===== src/rtl/ifu.sv =====
// Instruction fetch unit: accepts one PC, performs a single memory read and
// hands the instruction to decode. Optional IFU_ACCESS_FAULT_EN reports rresp errors.
module ifu #(
  parameter int WIDTH = 32
) (
  input  logic             clk,
  input  logic             rst,
  input  logic             in_valid,
  output logic             in_ready,
  input  logic [WIDTH-1:0] in_pc,
  output logic [WIDTH-1:0] araddr,
  output logic             arvalid,
  input  logic             arready,
  input  logic [31:0]      rdata,
  input  logic [1:0]       rresp,
  input  logic             rvalid,
  output logic             rready,
  output logic             out_valid,
  input  logic             out_ready,
  output logic [31:0]      out_inst,
  output logic [WIDTH-1:0] out_pc,
  output logic             out_fault
);

  typedef enum logic [1:0] {
    IDLE = 2'd0,
    AR   = 2'd1,
    R    = 2'd2,
    OUT  = 2'd3
  } state_t;

  state_t           state_q, state_d;
  logic [WIDTH-1:0] pc_q, pc_d;
  logic [31:0]      inst_q, inst_d;
  logic             fault_q, fault_d;
  logic             in_ready_q, arvalid_q, rready_q, out_valid_q;

  function automatic logic resp_fault(input logic [1:0] resp);
`ifdef IFU_ACCESS_FAULT_EN
    return (resp != 2'b00);
`else
    return (|resp) & 1'b0;
`endif
  endfunction

  // Next-state and datapath capture
  always_comb begin
    state_d = state_q;
    pc_d    = pc_q;
    inst_d  = inst_q;
    fault_d = fault_q;
    case (state_q)
      IDLE: begin
        if (in_valid && in_ready_q) begin
          state_d = AR;
          pc_d    = in_pc;
        end else begin
          state_d = IDLE;
        end
      end
      AR: begin
        if (arready) begin
          state_d = R;
        end else begin
          state_d = AR;
        end
      end
      R: begin
        if (rvalid) begin
          state_d = OUT;
          inst_d  = rdata;
          fault_d = resp_fault(rresp);
        end else begin
          state_d = R;
        end
      end
      OUT: begin
        if (out_ready) begin
          state_d = IDLE;
        end else begin
          state_d = OUT;
        end
      end
      default: state_d = IDLE;
    endcase
  end

  // State, datapath and registered handshake flags (flags decode the next state)
  always_ff @(posedge clk) begin
    if (rst) begin
      state_q     <= IDLE;
      pc_q        <= {WIDTH{1'b0}};
      inst_q      <= 32'h0000_0000;
      fault_q     <= 1'b0;
      in_ready_q  <= 1'b0;
      arvalid_q   <= 1'b0;
      rready_q    <= 1'b0;
      out_valid_q <= 1'b0;
    end else begin
      state_q     <= state_d;
      pc_q        <= pc_d;
      inst_q      <= inst_d;
      fault_q     <= fault_d;
      in_ready_q  <= (state_d == IDLE);
      arvalid_q   <= (state_d == AR);
      rready_q    <= (state_d == R);
      out_valid_q <= (state_d == OUT);
    end
  end

  assign in_ready  = in_ready_q;
  assign arvalid   = arvalid_q;
  assign rready    = rready_q;
  assign out_valid = out_valid_q;
  assign araddr    = pc_q;
  assign out_pc    = pc_q;
  assign out_inst  = inst_q;
  assign out_fault = fault_q & out_valid_q;

endmodule


===== config.mk =====
export PLATFORM = sky130hd
export DESIGN_NAME = ifu
export DESIGN_NICKNAME = d
export VERILOG_FILES = /design/src/rtl/ifu.sv
export SDC_FILE = /design/constraint.sdc
export NUM_CORES = 1
export LEC_CHECK = 0
export CORE_MARGIN = 5
export CORE_UTILIZATION = 37
export CTS_CLUSTER_DIAMETER = 150
export DETAILED_ROUTE_END_ITERATION = 16
export PLACE_DENSITY = 0.8
export REMOVE_ABC_BUFFERS = 1
export SETUP_SLACK_MARGIN = 0.4
export SYNTH_ARGS = -nofsm -noshare
export SYNTH_HDL_FRONTEND = slang
export SYNTH_SLANG_ARGS = --single-unit

===== constraint.sdc =====
create_clock -name clk -period 1.39 [get_ports clk]
set_input_delay 0.278 -clock clk [delete_from_list [all_inputs] [get_ports clk]]
set_output_delay 0.278 -clock clk [all_outputs]
set_load 0.02 [all_outputs]

==> summary.md, run 1 <==
| Metric | Value |
|---|---|
| Register bit total from synthesis | `70` |
| DR iter-0 viols | `56` |
| Post-CTS Hold Fix Bufs | `0` |
| Share of power burned in registers | `0.414` |
| Width of the die | `97.27 um` |
| Required @ worst endpoint | `1.65 ns` |
| Final global-route overflow total | `0` |
| Diodes inserted | `0` |
| Remaining routing DRC violations | `0` |
| Antenna violations before repair | `0` |
| Static leakage | `around 2.2 nW` |
| # IOs | `about 170` |
| 1st-pass router iterations | `4` |
| First-pass GRT wire length | `14230 um` |
| FF-to-FF path depth | `5` |
| Die extent in y | `between 90 and 100 um` |
| RD Place Congestion | `0.7559` |
| Sw power | `~0.0014 W` |
| Synth area leader | `dfxtp_1` |
| Min cycle time layout | `between 1 and 1.5 ns` |
| Avg Vias per Cell | `4.680` |
| Hold Path Class | `in -> reg` |
| Clock share of power | `0.360` |
| Number of global-route vias before repair | `between 2000 and 3000` |
| Critical path launch point type | `flip-flop` |
| Fin. Hold Viols | `0` |
| CTS tree | `yes` |
| H-Tree Depth | `3` |
| Setup TNS Final | `0 ns` |
| HPWL after DPL | `about 5700 um` |
| All-Layer GR Usage | `0.1852` |
| Rows | `31` |
| Initial Util | `0.3844` |
| Pre-CTS setup slack | `-0.2587 ns` |
| PwrDens | `994.0 mW/mm^2` |
| Final Max Tran Viols | `0` |
| Post-synth top area share | `0.4973` |
| Synth Warn # | `0` |
| Root buf cell | `clkbuf_8` |
| Area of the die | `between 0.009 and 0.01 sq mm` |
| Largest net degree at the start of global routing | `38` |
| Combinational power share | `0.226` |
| Worst-path clk slew | `approximately 0.08 ns` |
| Synth cell types | `20` |
| Area Overhead vs Synth | `87.97%` |
| Ratio of cells with drive above 1 in the final layout | `0.5522` |
| CP peak stage delay | `around 0.37 ns` |
| Critical Path End Type | `flip-flop` |
| Core area | `around 0.0073 sq mm` |
| Syn avg cell area | `roughly 8.3 sq um` |
| Finish-stage setup viols | `0` |
| Total CTS buffers | `9` |
| Sw frac | `0.2604` |
| Final worst slack | `about 0.0024 ns` |
| Layout net count | `around 570` |
| Routed length per placed instance | `between 15 and 20 um` |
| EDFF count, synth | `0` |
| Classification of the worst setup path | `reg -> reg` |
| Layout Skew | `between 0.01 and 0.015 ns` |
| MaxCap Viol Count | `0` |
| Antenna-violating nets left | `0` |
| CP Cell Sequence | `nor4bb_4 > buf_4 > clkbuf_16 > nand2_1 > a21oi_1` |
| Synthesized area | `around 0.0028 sq mm` |
| Top cells by count, synth | `131 x nand2_1, 70 x dfxtp_1, 59 x a21oi_1` |
| Clock Latency Late Sink | `around 0.34 ns` |
| Crit path arrival time | `1.64 ns` |
| VDD IR max | `0.0006145 V` |
| Critical path's slowest cell | `dfxtp_4` |
| Total Routed Length | `~9500 um` |
| Ys async rst share | `0` |
| Maximum fanout along the worst path | `8` |
| Synth area leaders | `dfxtp_1 50%, nand2_1 17%, a21oi_1 10%` |
| Int Power | `0.003894 W` |
| Status | `finished clean` |
| I/O Buffers | `around 170` |
| WHS Path Cells | `3` |
| Fmax | `720.7 MHz` |
| Sequential fraction of the synthesis area | `0.4973` |
| Total number of vias | `2794` |
| Post-synthesis cell count | `340` |
| Most common cell in the netlist | `nand2_1` |
| Final period util | `0.9983` |
| Unrepaired setup endpoints after global routing | `yes` |
| CTS max path bufs | `2` |
| Main synth FF type | `dfxtp_1` |
| # clock sinks | `70` |
[registers in the layout, indices dropped and copies added, names as in the netlist]
register	cells
state_q	2
out_inst	32
in_ready	1
araddr	32
rready	1
arvalid	1
out_valid	1
[power by group through the flow]
stage,Combinational (W),Sequential (W),Clock [W]
finish,0.00119,0.00218,0.00189
global route,0.00126,0.00219,0.00203
CTS,0.00106,0.00219,0.00194
detailed placement,0.000929,0.00220,0
global placement,0.000914,0.00220,0
floorplan,0.000173,0.00236,0
[worst max-delay path: cells and delay by family, from the launching register on]
family	cells	cell delay (ns)
buf+inv	2	0.40
compound gates	1	0.16
simple gates	2	0.39
flops	1	0.37
[layer usage]
metal	vias up	GRT usage	share of wire
li1	1360	-	-
met3	14	0.08471	0.087
met2	129	0.3142	0.51
met5	-	0	0
met1	1291	0.2071	0.38
met4	0	0.05857	0.019
[stage by stage]
stage | instance area [sq um] | total power, W | utilization | cells | hold WS [ns]
after floorplan | 2385 | 0.002535 | - | 282 | 0.3404
after global placement | 4325 | 0.003113 | 0.5900 | 559 | 0.4408
after detailed placement | 4325 | 0.003131 | 0.5900 | 559 | 0.4464
after CTS | 4952 | 0.005188 | 0.6755 | 587 | 0.3260
after global routing | 5296 | 0.005477 | 0.7225 | 597 | 0.3620
final | 5296 | 0.005264 | 0.7225 | 597 | 0.3661
[what timing repair did]
action | CTS | global route
cloned | 2 | 1
endpoints found under the setup margin | 170 | 170
gates resized for setup | 687 | 74
setup buffers | 10 | 9
pin swaps | 8 | 23
[cell type report]
class / instances / area (sq um)
clock buffer: 13 / 168.9
sequential: 70 / 1531
tap: 99 / 123.9
fill: 522 / 2034
timing repair buffer: 200 / 2182
multi-input combinational: 212 / 1225
clock inverter: 3 / 65.06
[placed cells by master, fill, tap and decap left out, types with 2 or more instances in the layout]
cell | Yosys | layout
clkbuf_8 | 0 | 12
nor3_2 | 0 | 2
nand3b_1 | 2 | 2
nand2_2 | 0 | 7
nand2_1 | 131 | 108
a21oi_2 | 7 | 26
clkdlybuf4s50_1 | 0 | 67
buf_16 | 0 | 2
bufinv_16 | 0 | 2
buf_6 | 5 | 105
dfxtp_4 | 0 | 17
nand2_4 | 0 | 16
buf_12 | 0 | 5
dfxtp_2 | 0 | 53
a21oi_1 | 59 | 40
buf_4 | 37 | 18
[logic make-up after synthesis]
group / share of synthesized area
flip-flops: 0.4973
AO/OA/AOI/OAI: 0.1319
buffers and inverters: 0.1536
AND/OR/NAND/NOR: 0.2043
multiplexers: 0.01154
other: 0.001331
[final timing paths]
path / start / to / slack (ns)
max: state_q[1] / araddr[18] / 0.002
min: rst / rready / 0.37
max reg2reg: state_q[1] / araddr[18] / 0.002
min reg2reg: out_inst[12] / out_inst[12] / 0.46
Note: power is estimated with default switching activity, not from simulation.
==> inputs of run 2 (changes only) <==
--- a/config.mk
+++ b/config.mk
@@ -5,6 +5,7 @@
 export SDC_FILE = /design/constraint.sdc
 export NUM_CORES = 1
 export LEC_CHECK = 0
+export CORE_ASPECT_RATIO = 0.75
 export CORE_MARGIN = 5
 export CORE_UTILIZATION = 37
 export CTS_CLUSTER_DIAMETER = 150
==> run 2 against run 1 <==
Total power shrank 7.2%; maximum frequency is essentially flat; worst hold slack lost 0.079 ns; die area grew 0.19%; first-iteration DRC count grew 100%; non-clock buffer count grew 5; sequential share of layout area is essentially flat; critical path type unchanged; critical endpoint is now out_inst[7]; largest cell class unchanged.
==> summary.md, run 2 (synthesized netlist as in run 1, its figures left out) <==
| Metric | Value |
|---|---|
| Min cycle time layout | `1.388 ns (about the same)` |
| Routed length per placed instance | `16.70 um (was 15.98 um)` |
| Antenna violations before repair | `0 (unchanged)` |
| Placed Cells | `562 (was 559)` |
| Number of global-route vias before repair | `2854 (was 2911)` |
| Fin. Hold Viols | `0 (unchanged)` |
| Total number of vias | `2836 (was 2794)` |
| DP Area | `0.004348 sq mm (was 0.004325 sq mm)` |
| Fmax | `720.3 MHz (was 720.7 MHz)` |
| CP peak stage delay | `0.39 ns (was 0.37 ns)` |
| MaxCap Viol Count | `0 (unchanged)` |
| Area of the die | `0.009479 sq mm (was 0.009460 sq mm)` |
| # IOs | `173 (unchanged)` |
| Layout Skew | `0.007456 ns (was 0.01216 ns)` |
| Status | `finished clean (unchanged)` |
| All-Layer GR Usage | `0.1894 (was 0.1852)` |
| CTS max path bufs | `2 (unchanged)` |
| CP top delay family | `simple AND/OR/NAND/NOR gates (was buffers and inverters)` |
| Core area | `0.007365 sq mm (was 0.007331 sq mm)` |
| Die extent in y | `85.58 um (was 97.27 um)` |
| Most common cell after layout, fill and taps aside | `nand2_1 (unchanged)` |
| Classification of the worst setup path | `reg -> reg (unchanged)` |
| Critical path's slowest cell | `and3b_2 (was dfxtp_4)` |
| PwrDens | `928.9 mW/mm^2 (was 994.0 mW/mm^2)` |
| Antenna-violating nets left | `0 (unchanged)` |
| CTS tree | `yes (unchanged)` |
| Initial Util | `0.3826 (was 0.3844)` |
| Post-CTS Hold Fix Bufs | `0 (unchanged)` |
| Rows | `27 (was 31)` |
| 1st-pass router iterations | `4 (unchanged)` |
| Remaining routing DRC violations | `0 (unchanged)` |
| Crit path arrival time | `1.65 ns (was 1.64 ns)` |
| Width of the die | `110.8 um (was 97.27 um)` |
| Maximum fanout along the worst path | `9 (was 8)` |
| Diodes inserted | `0 (unchanged)` |
| Total CTS buffers | `9 (unchanged)` |
| Finish-stage setup viols | `0 (unchanged)` |
| H-Tree Depth | `3 (unchanged)` |
| Final global-route overflow total | `0 (unchanged)` |
| Avg Vias per Cell | `4.695 (was 4.680)` |
| Static leakage | `2.094 nW (was 2.164 nW)` |
| Ratio of cells with drive above 1 in the final layout | `0.5427 (was 0.5522)` |
| Root buf cell | `clkbuf_8 (unchanged)` |
| Total Routed Length | `10090 um (was 9540 um)` |
| Finished layout cell area | `0.005256 sq mm (was 0.005296 sq mm)` |
| CP Cell Sequence | `buf_4 > and3b_2 > clkbuf_16 > nand2_1 > a21oi_2 (was nor4bb_4 > buf_4 > clkbuf_16 > nand2_1 > a21oi_1)` |
| # clock sinks | `70 (unchanged)` |
| Critical Path End Type | `flip-flop (unchanged)` |
| DR iter-0 viols | `112 (was 56)` |
| WP buf/inv | `2 (unchanged)` |
| VDD IR max | `0.0006979 V (was 0.0006145 V)` |
| Layout net count | `570 (was 565)` |
| Largest net degree at the start of global routing | `35 (was 38)` |
| Required @ worst endpoint | `1.65 ns (about the same)` |
| Hold Path Class | `in -> reg (unchanged)` |
| I/O Buffers | `169 (unchanged)` |
| HPWL after DPL | `6353 um (was 5703 um)` |
| RD Place Congestion | `0.7885 (was 0.7559)` |
| Unrepaired setup endpoints after global routing | `yes (unchanged)` |
| Final period util | `0.9989 (was 0.9983)` |
| Clock Latency Late Sink | `0.33 ns (was 0.34 ns)` |
| Critical path launch point type | `flip-flop (unchanged)` |
| First-pass GRT wire length | `14610 um (was 14230 um)` |
| Final Max Tran Viols | `0 (unchanged)` |
| Worst-path clk slew | `0.07 ns (was 0.08 ns)` |
| Layout Cells excl Fill | `604 (was 597)` |
| Commonest non-fill, non-tap cells in the layout | `121 x nand2_1, 100 x buf_6, 67 x clkdlybuf4s50_1 (was 108 x nand2_1, 105 x buf_6, 67 x clkdlybuf4s50_1)` |
| Area Overhead vs Synth | `86.55% (was 87.97%)` |
==> run 2: changes by cell type in the layout (fill, tap and decap cells not counted), moves of 3 or more <==
cell and delta:
a21oi_1 -9, a21oi_2 +9, buf_4 +6, buf_6 -5, clkbuf_8 -3, clkinv_2 +3
dfxtp_4 -3, nand2_1 +13, nand2_2 -3, nand2_4 -10
==> run 2: per-layer routing <==
| layer | track usage | vias to the layer above | part of all wire |
|---|---|---|---|
| met1 | 0.2130 | 1379 | 0.40 |
| met4 | 0.04698 | 0 | 0.0057 |
| li1 | - | 1375 | - |
| met2 | 0.3508 | 78 | 0.55 |
| met3 | 0.05994 | 4 | 0.046 |
| met5 | 0 | - | 0 |
==> run 2: worst paths after layout <==
kind / from / to / slack (ns) / cells past startpoint
min reg2reg: out_inst[3] / out_inst[3] / 0.46 / 2
max: state_q[0] / out_inst[7] / 0.002 / 5
max reg2reg: state_q[0] / out_inst[7] / 0.002 / 5
min: rst / araddr[25] / 0.29 / 2
==> run 2: final cells by class <==
type                    instances  area (sq um)
multi-input cells             212          1166
flip-flops and latches         70          1521
repair buffers                205          2261
clock inverters                 5         50.05
well taps                     101         126.4
fillers                       591          2108
clock buffers                  11         131.4
==> run 2: per-stage QoR <==
step	power (W)	setup TNS [ns]	utilization	setup WS, ns	hold WS [ns]
finish	0.004883	0	0.7137	0.001595	0.2874
global route	0.005120	-1.426	0.7137	-0.06844	0.2731
CTS	0.004835	0	0.6670	0.08995	0.2635
detailed placement	0.003144	-9.426	0.5904	-0.2586	0.4463
global placement	0.003119	-7.783	0.5904	-0.2101	0.4408
floorplan	0.002535	-17.57	-	-0.4869	0.3404
==> run 2: worst register-to-register path, delay by kind of cell (launching register included) <==
| kind | cells | cell delay [ns] |
|---|---|---|
| compound gates | 1 | 0.12 |
| buf+inv | 2 | 0.38 |
| flops | 1 | 0.36 |
| simple gates | 2 | 0.46 |
==> run 2: power breakdown <==
group / internal (W) / switching, W / leakage [nW] / total [W]
clock network: 0.000818 / 0.000716 / 0.0968 / 0.00153
logic: 0.000640 / 0.000526 / 1.39 / 0.00117
registers: 0.00209 / 0.0000908 / 0.604 / 0.00218
==> run 2: timing repair <==
action                                  CTS  global route
hold endpoints to repair                  0             0
endpoints found under the setup margin  170           170
resized for setup                       675            58
buffers inserted                         10            10
pin swaps                                 8             8
cloned                                    2             4
==> inputs of run 3 (changes only) <==
--- a/config.mk
+++ b/config.mk
@@ -5,12 +5,15 @@
 export SDC_FILE = /design/constraint.sdc
 export NUM_CORES = 1
 export LEC_CHECK = 0
+export CELL_PAD_IN_SITES_DETAIL_PLACEMENT = 1
+export CELL_PAD_IN_SITES_GLOBAL_PLACEMENT = 1
 export CORE_ASPECT_RATIO = 0.75
 export CORE_MARGIN = 5
-export CORE_UTILIZATION = 37
+export CORE_UTILIZATION = 25
 export CTS_CLUSTER_DIAMETER = 150
 export DETAILED_ROUTE_END_ITERATION = 16
-export PLACE_DENSITY = 0.8
+export HOLD_SLACK_MARGIN = 0.15
+export PLACE_DENSITY_LB_ADDON = 0.1
 export REMOVE_ABC_BUFFERS = 1
 export SETUP_SLACK_MARGIN = 0.4
 export SYNTH_ARGS = -nofsm -noshare
==> constraint.sdc (replaced) <==
create_clock -name clk -period 1.39 [get_ports clk]
set_input_delay 0.278 -clock clk [delete_from_list [all_inputs] [get_ports clk]]
set_output_delay 0.278 -clock clk [all_outputs]
set_load 0.05 [all_outputs]
==> run 3 against run 2 <==
Worst hold slack improved by 0.13 ns; via count rose by 2.5%; clock-buffer cell count did not move; core utilization fell by 11 points; routed wire length rose by 17%; sequential power barely moved; cell area rose by 27%; final cell count rose by 8.1%; die area rose by 43%; clock power rose by 65%; clock skew fell by 0.0010 ns; global-route usage fell by 3.1 points.
==> summary.md, run 3 (synthesized netlist as in run 1, its figures left out) <==
| Metric | Value |
|---|---|
| Status | `finished clean (unchanged)` |
| I/O Buffers | `169 (unchanged)` |
| Layout net count | `580 (was 570)` |
| PwrDens | `969.4 mW/mm^2 (was 928.9 mW/mm^2)` |
| FILL cells | `1126 (was 591)` |
| WP buf/inv | `2 (unchanged)` |
| HPWL after DPL | `7364 um (was 6353 um)` |
| Crit path top cell by count | `buf_6` |
| Fmax | `769.7 MHz (was 720.3 MHz)` |
| CTS max path bufs | `2 (unchanged)` |
| Reg2reg start | `state_q[1] (was state_q[0])` |
| Finish-stage setup viols | `0 (unchanged)` |
| Layout Skew | `0.006418 ns (was 0.007456 ns)` |
| Worst Hold Launch | `rst (unchanged)` |
| Crit path arrival time | `1.54 ns (was 1.65 ns)` |
| Ratio of cells with drive above 1 in the final layout | `0.5887 (was 0.5427)` |
| Required @ worst endpoint | `1.63 ns (was 1.65 ns)` |
| Core area | `0.01098 sq mm (was 0.007365 sq mm)` |
| Total number of vias | `2906 (was 2836)` |
| Most common cell after layout, fill and taps aside | `buf_12 (was nand2_1)` |
| Worst R2R End | `out_valid (was out_inst[7])` |
| Number of global-route vias before repair | `3089 (was 2854)` |
| CTS tree | `yes (unchanged)` |
| DR iter-0 viols | `74 (was 112)` |
| Rows | `33 (was 27)` |
| # IOs | `173 (unchanged)` |
| H-Tree Depth | `3 (unchanged)` |
| Critical Path End Type | `flip-flop (unchanged)` |
| Antenna-violating nets left | `0 (unchanged)` |
| Width of the die | `132.6 um (was 110.8 um)` |
| Total Routed Length | `11770 um (was 10090 um)` |
| CP peak stage delay | `0.37 ns (was 0.39 ns)` |
| Maximum fanout along the worst path | `6 (was 9)` |
| MaxCap Viol Count | `0 (unchanged)` |
| # clock sinks | `70 (unchanged)` |
| Antenna violations before repair | `0 (unchanged)` |
| Critical path's slowest cell | `dfxtp_4 (was and3b_2)` |
| Largest net degree at the start of global routing | `50 (was 35)` |
| CP top delay family | `flip-flops (was simple AND/OR/NAND/NOR gates)` |
| R2R Setup Slk | `0.09 ns (was 0.002 ns)` |
| Total CTS buffers | `9 (unchanged)` |
| Unrepaired setup endpoints after global routing | `yes (unchanged)` |
| 1st-pass router iterations | `4 (unchanged)` |
| Layout Cells excl Fill | `653 (was 604)` |
| Final Max Tran Viols | `0 (unchanged)` |
| WHS Path Cells | `3 (was 2)` |
| Fin. Hold Viols | `0 (unchanged)` |
| Final period util | `0.9346 (was 0.9989)` |
| Static leakage | `2.570 nW (was 2.094 nW)` |
| Final global-route overflow total | `0 (unchanged)` |
| Setup TNS Final | `0 ns (unchanged)` |
| Diodes inserted | `0 (unchanged)` |
| Commonest non-fill, non-tap cells in the layout | `107 x buf_12, 98 x nand2_1, 66 x clkdlybuf4s50_1 (was 121 x nand2_1, 100 x buf_6, 67 x clkdlybuf4s50_1)` |
| First-pass GRT wire length | `16610 um (was 14610 um)` |
| Die extent in y | `101.9 um (was 85.58 um)` |
| Worst hold path endpoint | `araddr[0] (was araddr[25])` |
| Clock Latency Late Sink | `0.33 ns (about the same)` |
| Worst-path clk slew | `0.06 ns (was 0.07 ns)` |
| Placed Cells | `603 (was 562)` |
| Remaining routing DRC violations | `0 (unchanged)` |
| Avg Vias per Cell | `4.450 (was 4.695)` |
| Routed length per placed instance | `18.03 um (was 16.70 um)` |
| All-Layer GR Usage | `0.1586 (was 0.1894)` |
| CP Cell Sequence | `nor4bb_4 > buf_6 > buf_6 > a211oi_4 > a211oi_2 (was buf_4 > and3b_2 > clkbuf_16 > nand2_1 > a21oi_2)` |
| Classification of the worst setup path | `reg -> reg (unchanged)` |
| FF-to-FF path depth | `5 (unchanged)` |
| Root buf cell | `clkbuf_16 (was clkbuf_8)` |
| RD Place Congestion | `0.7246 (was 0.7885)` |
| Area of the die | `0.01352 sq mm (was 0.009479 sq mm)` |
| VDD IR max | `0.0006829 V (was 0.0006979 V)` |
| Min cycle time layout | `1.299 ns (was 1.388 ns)` |
| Initial Util | `0.2566 (was 0.3826)` |
| Area Overhead vs Synth | `136.0% (was 86.55%)` |
| Critical path launch point type | `flip-flop (unchanged)` |
| Hold Path Class | `in -> reg (unchanged)` |
run 3: cell count changes in the layout (fill, tap and decap cells not counted), moves of 18 or more:
cell     previous run  this run
buf_12              7       107
nand2_1           121        98
nand2_4             6        24
dfxtp_2            54        28
dfxtp_4            14        41
buf_6             100         6
run 3: worst register-to-register path, delay by kind of cell (launching register included):
family                 cells  cell delay [ns]
buffers and inverters      2             0.29
flip-flops                 1             0.37
AO/OA/AOI/OAI              2             0.25
AND/OR/NAND/NOR            1             0.30
run 3: timing repair:
action                                  CTS  global route
endpoints found under the setup margin  170           170
pin swaps                                 3            41
hold buffers                              0             0
buffers inserted                         12            15
cloned                                    3             4
gates resized for setup                 113            92
run 3: worst max-delay path by stage:
stage                    start            to  slack [ns]  cells past startpoint
global route        state_q[0]  out_inst[10]        0.03                      5
finish              state_q[1]     out_valid        0.09                      5
CTS                 state_q[0]    araddr[18]        0.14                      5
global placement      in_valid    araddr[30]       -0.22                      5
detailed placement    in_valid    araddr[31]       -0.27                      5
floorplan             in_ready     out_valid       -0.72                      3
run 3: layout make-up:
cell class | instances | area (sq um) | area share
Clock inverter | 5 | 81.33 | 0.01223
Clock buffer | 11 | 252.7 | 0.03801
Multi-Input combinational cell | 212 | 1290 | 0.1940
Timing Repair Buffer | 215 | 3261 | 0.4903
Sequential cell | 70 | 1590 | 0.2391
Tap cell | 140 | 175.2 | 0.02634
run 3: metrics by stage:
step / power (W) / util / setup slack (ns) / cell area, sq um / hold slack, ns
floorplan: 0.002841 / - / -0.7228 / 2385 / 0.3404
detailed placement: 0.003820 / 0.4917 / -0.2704 / 5400 / 0.4872
global route: 0.006698 / 0.6055 / 0.02561 / 6650 / 0.4396
finish: 0.006447 / 0.6055 / 0.09087 / 6650 / 0.4216
global placement: 0.003794 / 0.4917 / -0.2244 / 5400 / 0.4792
CTS: 0.006469 / 0.5570 / 0.1379 / 6117 / 0.4118
run 3: per-layer routing:
metal  global-route usage  share of wire  vias up
met5                    0              0        -
met4              0.04792          0.011        0
met3              0.05758          0.063       11
met2               0.3058           0.55       83
met1               0.1629           0.38     1418
li1                     -              -     1394
run 3: power by group:
| part | switching (W) | internal [W] |
|---|---|---|
| Combinational | 0.000841 | 0.000884 |
| Sequential | 0.000138 | 0.00206 |
| Clock | 0.000852 | 0.00167 |
